==> config.mk <==
export PLATFORM = sky130hd
export DESIGN_NAME = jk_mod_counter
export DESIGN_NICKNAME = d
export VERILOG_FILES = /design/src/rtl/jk_mod_counter_pkg.sv /design/src/rtl/jk_ff_cell.sv /design/src/rtl/jk_mod_counter.sv
export SDC_FILE = /design/constraint.sdc
export NUM_CORES = 1
export LEC_CHECK = 0
export CORE_UTILIZATION = 44
export CTS_CLUSTER_DIAMETER = 200
export DETAILED_ROUTE_END_ITERATION = 8
export GPL_TIMING_DRIVEN = 0
export HOLD_SLACK_MARGIN = 0.05
export PLACE_DENSITY = 0.77
export SLEW_MARGIN = 0
export SYNTH_ARGS = -nofsm -noshare
export SYNTH_HDL_FRONTEND = slang
export SYNTH_HIERARCHICAL = 1
export SYNTH_SLANG_ARGS = --single-unit
==> constraint.sdc <==
create_clock -name clk -period 2.4 [get_ports clk]
set_clock_uncertainty 0.05 [all_clocks]
set_input_delay 0.48 -clock clk [delete_from_list [all_inputs] [get_ports clk]]
set_output_delay 0.48 -clock clk [all_outputs]
set_load 0.01 [all_outputs]
==> src/rtl/jk_mod_counter_pkg.sv <==
// Shared definitions for the JK-cell based modulo counter: excitation codes
// and the helper that derives a cell's {J,K} pair from its present/next state.
package jk_mod_counter_pkg;

    // JK excitation codes, packed as {J, K}
    localparam logic [1:0] JK_HOLD = 2'b00;
    localparam logic [1:0] JK_RST  = 2'b01;
    localparam logic [1:0] JK_SET  = 2'b10;
    localparam logic [1:0] JK_TGL  = 2'b11;

    // Minimal excitation: J only when rising 0->1, K only when falling 1->0.
    // The toggle code is never produced, which keeps every transition explicit.
    function automatic logic [1:0] jk_excite(input logic q, input logic nxt);
        return {~q & nxt, q & ~nxt};
    endfunction

endpackage

==> src/rtl/jk_ff_cell.sv <==
// Single JK flip-flop cell with synchronous active-high reset.
// The active clock edge is chosen at elaboration time by NEG_EDGE.
module jk_ff_cell
    import jk_mod_counter_pkg::*;
#(
    parameter bit NEG_EDGE = 1'b1
) (
    input  logic clk,
    input  logic reset,
    input  logic j,
    input  logic k,
    output logic q,
    output logic qbar
);

    logic r_q;
    logic w_q_nxt;

    // Classic JK table: hold / reset / set / toggle
    always_comb begin
        w_q_nxt = r_q;
        case ({j, k})
            JK_HOLD: w_q_nxt = r_q;
            JK_RST:  w_q_nxt = 1'b0;
            JK_SET:  w_q_nxt = 1'b1;
            JK_TGL:  w_q_nxt = ~r_q;
            default: w_q_nxt = r_q;
        endcase
    end

    generate
        if (NEG_EDGE) begin : g_neg
            // State register updated on the falling edge; reset has priority
            always_ff @(negedge clk) begin
                if (reset) r_q <= 1'b0;
                else       r_q <= w_q_nxt;
            end
        end else begin : g_pos
            // State register updated on the rising edge; reset has priority
            always_ff @(posedge clk) begin
                if (reset) r_q <= 1'b0;
                else       r_q <= w_q_nxt;
            end
        end
    endgenerate

    assign q    = r_q;
    assign qbar = ~r_q;

endmodule

==> src/rtl/jk_mod_counter.sv <==
// Synchronous up/down modulo-MODULUS counter. The next count is computed
// combinationally, converted to per-bit J/K excitation, and stored in a row of
// jk_ff_cell instances. Priority on each active edge: reset > load > en > hold.
module jk_mod_counter
    import jk_mod_counter_pkg::*;
#(
    parameter int WIDTH    = 4,
    parameter int MODULUS  = 10,
    parameter bit NEG_EDGE = 1'b1
) (
    input  logic             clk,
    input  logic             reset,
    input  logic             en,
    input  logic             up_dn,
    input  logic             load,
    input  logic [WIDTH-1:0] load_val,
    output logic [WIDTH-1:0] count,
    output logic [WIDTH-1:0] count_n,
    output logic             tc,
    output logic             load_err
);

    // Largest legal count, truncated to the counter width so that
    // MODULUS == 2**WIDTH becomes all ones and wraps naturally.
    localparam logic [WIDTH-1:0] C_MAX = WIDTH'(MODULUS - 1);
    localparam logic [WIDTH-1:0] C_ONE = WIDTH'(1);

    logic [WIDTH-1:0] w_q;
    logic [WIDTH-1:0] w_qbar;
    logic [WIDTH-1:0] w_nxt;
    logic [WIDTH-1:0] w_j;
    logic [WIDTH-1:0] w_k;
    logic             w_load_ok;
    logic             r_load_err;

    // Next-count selection; an out-of-range count counting up goes to 0,
    // counting down it decrements and so always drifts back into range.
    always_comb begin
        w_nxt     = w_q;
        w_load_ok = (load_val <= C_MAX);
        if (load) begin
            w_nxt = w_load_ok ? load_val : C_MAX;
        end else if (en) begin
            if (up_dn) w_nxt = (w_q >= C_MAX) ? '0 : (w_q + C_ONE);
            else       w_nxt = (w_q == '0) ? C_MAX : (w_q - C_ONE);
        end
    end

    genvar i;
    generate
        for (i = 0; i < WIDTH; i++) begin : g_bit
            assign {w_j[i], w_k[i]} = jk_excite(w_q[i], w_nxt[i]);

            jk_ff_cell #(
                .NEG_EDGE (NEG_EDGE)
            ) u_cell (
                .clk  (clk),
                .reset(reset),
                .j    (w_j[i]),
                .k    (w_k[i]),
                .q    (w_q[i]),
                .qbar (w_qbar[i])
            );
        end

        if (NEG_EDGE) begin : g_err_neg
            // Load-error flag: set only by an out-of-range load, cleared otherwise
            always_ff @(negedge clk) begin
                if (reset) r_load_err <= 1'b0;
                else       r_load_err <= load & ~w_load_ok;
            end
        end else begin : g_err_pos
            // Load-error flag: set only by an out-of-range load, cleared otherwise
            always_ff @(posedge clk) begin
                if (reset) r_load_err <= 1'b0;
                else       r_load_err <= load & ~w_load_ok;
            end
        end
    endgenerate

    assign count    = w_q;
    assign count_n  = w_qbar;
    assign load_err = r_load_err;
    // Terminal count: high during the cycle whose active edge wraps the counter
    assign tc       = en & ((up_dn & (w_q == C_MAX)) | (~up_dn & (w_q == '0)));

endmodule

==> impl_metrics.py, run 1 <==
metrics = {
    "yosys": {
        "ys_async_sr_fraction_pct": 0,
        "yosysMostFrequentCell": "inv_1",
        "syn_avg_cell_area_um2": 7.349,
        "synth_edf_count": 0,
        "syn_inst": 79,
        "syn_nets": 91,
        "yosysTopAreaCell": "dfxtp_1",
        "ys_seq_area_share_pct": 17.24,
        "synthFlopType": "dfxtp_1",
        "yosys_warnings": 6,
        "ys_seq_elements": 5,
        "synth_common_cells": "inv_1 (15), nor2_1 (7), a211oi_1 (5), dfxtp_1 (5), nor3_1 (4)",
        "ys_types": 37,
        "synth.cell_area_um2": 580.6,
        "synth_area_leaders": "dfxtp_1 (17%), inv_1 (9.7%), a211oi_1 (6.5%)",
        "synth.top_cell.area_share_pct": 17.24,
    },
    "cts": {
        "root_buffer": "clkbuf_4",
        "ctsHtreeMaxLevel": 1,
        "clk_path_buf_depth": 2,
        "cts_buffers": 3,
        "cts.sinks": 5,
    },
    "die": {
        "die_y_um": 38.33,
        "io_pins": 19,
        "num_rows": 12,
        "die_w_um": 38.33,
        "initial_utilization_pct": 49.57,
    },
    "outcome": {
        "outcome": "stopped before the end",
        "haltStage": "global routing",
        "error": "[ERROR DPL-0038] Utilization greater than 100%, impossible to legalize",
    },
    "placed_design": {
        "place_inst": 110,
        "gp_congestion": 0.8291,
        "port_buffers": 17,
        "hpwlAfterDp_um": 1154,
    },
    "grt": {
        "grt_start_max_net_pins": 11,
    },
    "sta": {
        "grt-worst-endpoint": "tc",
        "worst-ep-kind": "output port",
    },
}
metrics by stage:
stage	hold slack [ns]	instance area, um^2	setup WS [ns]	util (%)
floorplan	0.4612	678.2	-0.3643	-
global placement	0.4641	865.8	-0.9565	73.93
detailed placement	0.4632	865.8	-0.9738	73.93
CTS	0.4293	1122	-0.6710	95.83
kinds of logic after synthesis:
kind of cell	synth area share [%]
compound gates	32.33
xor+xnor	3.018
fa+ha+maj	6.466
buf+inv	13.58
flops	17.24
simple gates	27.37
repair_timing:
action | in CTS
setup buffers | 16
resized for setup | 95
hold buffers | 0
endpoints found under the setup margin | 15
pin swaps | 16
==> run 2, diff against run 1 <==
--- a/config.mk
+++ b/config.mk
@@ -5,12 +5,11 @@
 export SDC_FILE = /design/constraint.sdc
 export NUM_CORES = 1
 export LEC_CHECK = 0
-export CORE_UTILIZATION = 44
-export CTS_CLUSTER_DIAMETER = 200
+export CORE_AREA = 2 2 63 65
 export DETAILED_ROUTE_END_ITERATION = 8
+export DIE_AREA = 0 0 65 67
 export GPL_TIMING_DRIVEN = 0
-export HOLD_SLACK_MARGIN = 0.05
-export PLACE_DENSITY = 0.77
+export PLACE_DENSITY_LB_ADDON = 0.15
 export SLEW_MARGIN = 0
 export SYNTH_ARGS = -nofsm -noshare
 export SYNTH_HDL_FRONTEND = slang
==> run 2 against run 1 <==
Compared with the run above: the flow now finishes, with violations (setup timing); synthesized cell count is the same; synthesized area is the same.
==> impl_metrics.py, run 2 <==
metrics = {
    "yosys": {
        "ys_seq_elements": 5,
        "ys_async_sr_fraction_pct": 0,
        "synth.cell_area_um2": 580.6,
        "synth.top_cell.area_share_pct": 17.24,
        "syn_inst": 79,
        "ys_seq_area_share_pct": 17.24,
        "synthFlopType": "dfxtp_1",
        "yosys_warnings": 6,
        "syn_avg_cell_area_um2": 7.349,
        "synth_area_leaders": "dfxtp_1 (17%), inv_1 (9.7%), a211oi_1 (6.5%)",
        "yosysTopAreaCell": "dfxtp_1",
        "synth_edf_count": 0,
        "ys_types": 37,
        "syn_nets": 91,
        "yosysMostFrequentCell": "inv_1",
        "synth_common_cells": "inv_1 (15), nor2_1 (7), a211oi_1 (5), dfxtp_1 (5), nor3_1 (4)",
    },
    "pwr": {
        "p_int_uw": 393.9,
        "p_switching_uw": 230.3,
        "ir_drop_v": 0.0002075,
        "seqPwrFrac_pct": 16.6,
        "leakage_uw": 0.0005162,
        "p_clk_share_pct": 29.9,
        "combPwrFrac_pct": 53.5,
        "swShare_pct": 36.89,
        "pwr_density_cell_nw_per_um2": 512.2,
    },
    "setup_path": {
        "slowest_stage": "dfxtp_4",
        "critical_path_depth": 6,
        "crit_required_ns": 1.87,
        "cp_cell_sequence": "inv_4, ha_4, nor3b_2, a31oi_1, nor3_2, buf_2",
        "rr_worst_depth": 9,
        "cpLargestDelayFamily": "flip-flops",
        "cp-start-kind": "register",
        "cp_max_fo": 3,
        "critical_path_class": "register to output pin",
        "crit_buf_inv": 2,
        "worstPathArrival_ns": 2.53,
        "slowest_delay_ns": 0.35,
        "end_kind": "output pin",
    },
    "min_path": {
        "hold_depth": 2,
        "worstHoldPathType": "register to register",
    },
    "drt": {
        "ant_nets": 0,
        "dr.pass1.iters": 4,
        "wl_um": 2070,
        "first_iter_violations": 24,
        "drc_errors": 0,
        "wl_per_cell_um": 12.40,
        "drt-vias-per-instance": 4.443,
        "vias": 742,
    },
    "cts": {
        "cts_tree": "yes",
        "cts.sinks": 5,
        "root_buffer": "clkbuf_8",
        "cts_buffers": 3,
        "clk_latency_ns": 0.29,
        "clk_pin_slew_ns": 0.03,
        "clk_path_buf_depth": 2,
        "ctsHtreeMaxLevel": 1,
    },
    "sta": {
        "postLayoutSetupSlackWorst_ns": -0.6624,
        "slew_violations": 0,
        "relSlewSlack_pct": 68.96,
        "fin_tns_setup_ns": -3.125,
        "hold_viol": 0,
        "setup_viol": 14,
        "worstMarginPinSlew_ns": 0.4645,
        "rsz0062_at_grt": "yes",
    },
    "outcome": {
        "outcome": "finished with violations",
        "violations": "setup timing",
    },
    "layout": {
        "antenna_cells": 0,
        "layout_commonest_cell": "buf_6",
        "largest_reg_flops": 4,
        "n_fill_cell": 390,
        "fin_area_um2": 1219,
        "final_cell_mix": "buf_6 (18), buf_4 (11), inv_1 (10), nor2_1 (7), dfxtp_4 (4)",
        "multiInputGateArea_um2": 523.0,
        "stdcell_count": 167,
        "nets": 132,
        "seq_area_um2": 115.1,
        "final_layout_size_suffix_gt1_share_pct": 56.30,
        "layout-area-overhead-vs-synth_pct": 109.9,
        "fin_util_pct": 33.80,
    },
    "placed_design": {
        "place_inst": 144,
        "pre_cts_ws_ns": -1.019,
        "hpwlAfterDp_um": 1336,
        "port_buffers": 17,
        "placed_area_um2": 908.4,
        "gp_congestion": 0.7454,
    },
    "die": {
        "core-area_um2": 3606,
        "die_y_um": 67,
        "die_area_um2": 4355,
        "initial_utilization_pct": 16.10,
        "io_pins": 19,
        "num_rows": 22,
        "die_w_um": 65,
    },
    "run": {
        "cap_violations": 0,
    },
    "grt": {
        "antenna_found_initial": 0,
        "grt_pass1_wl_um": 3394,
        "grt_pass1_vias": 735,
        "grtUsageTotal_pct": 10.39,
        "grt_start_max_net_pins": 11,
        "grt.overflow.total": 0,
    },
}
## run 2: cell counts after synthesis
Identical to the previous run, type by type.
## run 2: final cells by class
class | count | share of cell area (%)
buffer | 4 | 5.955
clock buffer | 3 | 3.388
clock inverter | 6 | 1.848
inverter | 10 | 3.696
multi-input combinational | 55 | 42.92
sequential | 5 | 9.446
tap | 48 | 4.928
timing repair buffer | 36 | 27.82
## run 2: final timing paths
check | endpoint | from | slack, ns
worst max-delay path | tc | g_bit[1].u_cell/q | -0.66
worst min register to register | g_bit[0].u_cell/q | g_bit[0].u_cell/q | 0.54
worst max register to register | g_bit[0].u_cell/q | g_bit[1].u_cell/q | 0.30
worst min-delay path | g_bit[0].u_cell/q | g_bit[0].u_cell/q | 0.54
## run 2: power by group through the flow
stage               registers, uW  clock network (uW)  logic [uW]
floorplan                     118                26.0         138
global placement              119                26.0         218
detailed placement            119                26.0         219
CTS                           103                 200         317
global route                  104                 210         360
finish                        104                 187         334
## run 2: cell families after synthesis
kind of cell,after synthesis,share of synthesized area [%]
DFF,5,17.24
and+or+nand+nor,28,27.37
adders and majority gates,3,6.466
buffers and inverters,19,13.58
AOI/OAI and AO/OA,22,32.33
xor gates and xnor gates,2,3.018
## run 2: routing by layer
metal | track usage (%) | vias up | wire length, um
met4 | 7.713 | 0 | 49
met2 | 15.46 | 20 | 959
met3 | 2.872 | 5 | 94
met5 | 0 | - | 0
met1 | 12.68 | 352 | 966
li1 | - | 365 | -
## run 2: metrics by stage
stage / power [uW] / hold slack, ns
5_1_grt: 674.6 / 0.5762
3_3_place_gp: 362.6 / 0.4745
6_report: 624.2 / 0.5415
2_1_floorplan: 282.1 / 0.4612
4_1_cts: 620.0 / 0.5014
3_5_place_dp: 364.1 / 0.4774
## run 2: worst reg2reg max path, cell delays in order, from the launching register on
cell and delay [ns]:
dfxtp_4 0.34, inv_4 0.07, ha_4 0.12, buf_4 0.13
or3b_4 0.41, and2_4 0.18, a2111oi_4 0.35, a31o_1 0.14
nor2_1 0.04, a211oi_1 0.15
## run 2: timing repair
action	4_1_cts	5_1_grt
buffers inserted	18	1
setup endpoints to repair	15	14
resized for setup	85	8
hold buffers	0	0
cloned	0	0
pin swaps	17	6
(Power assumes the default switching activity.)
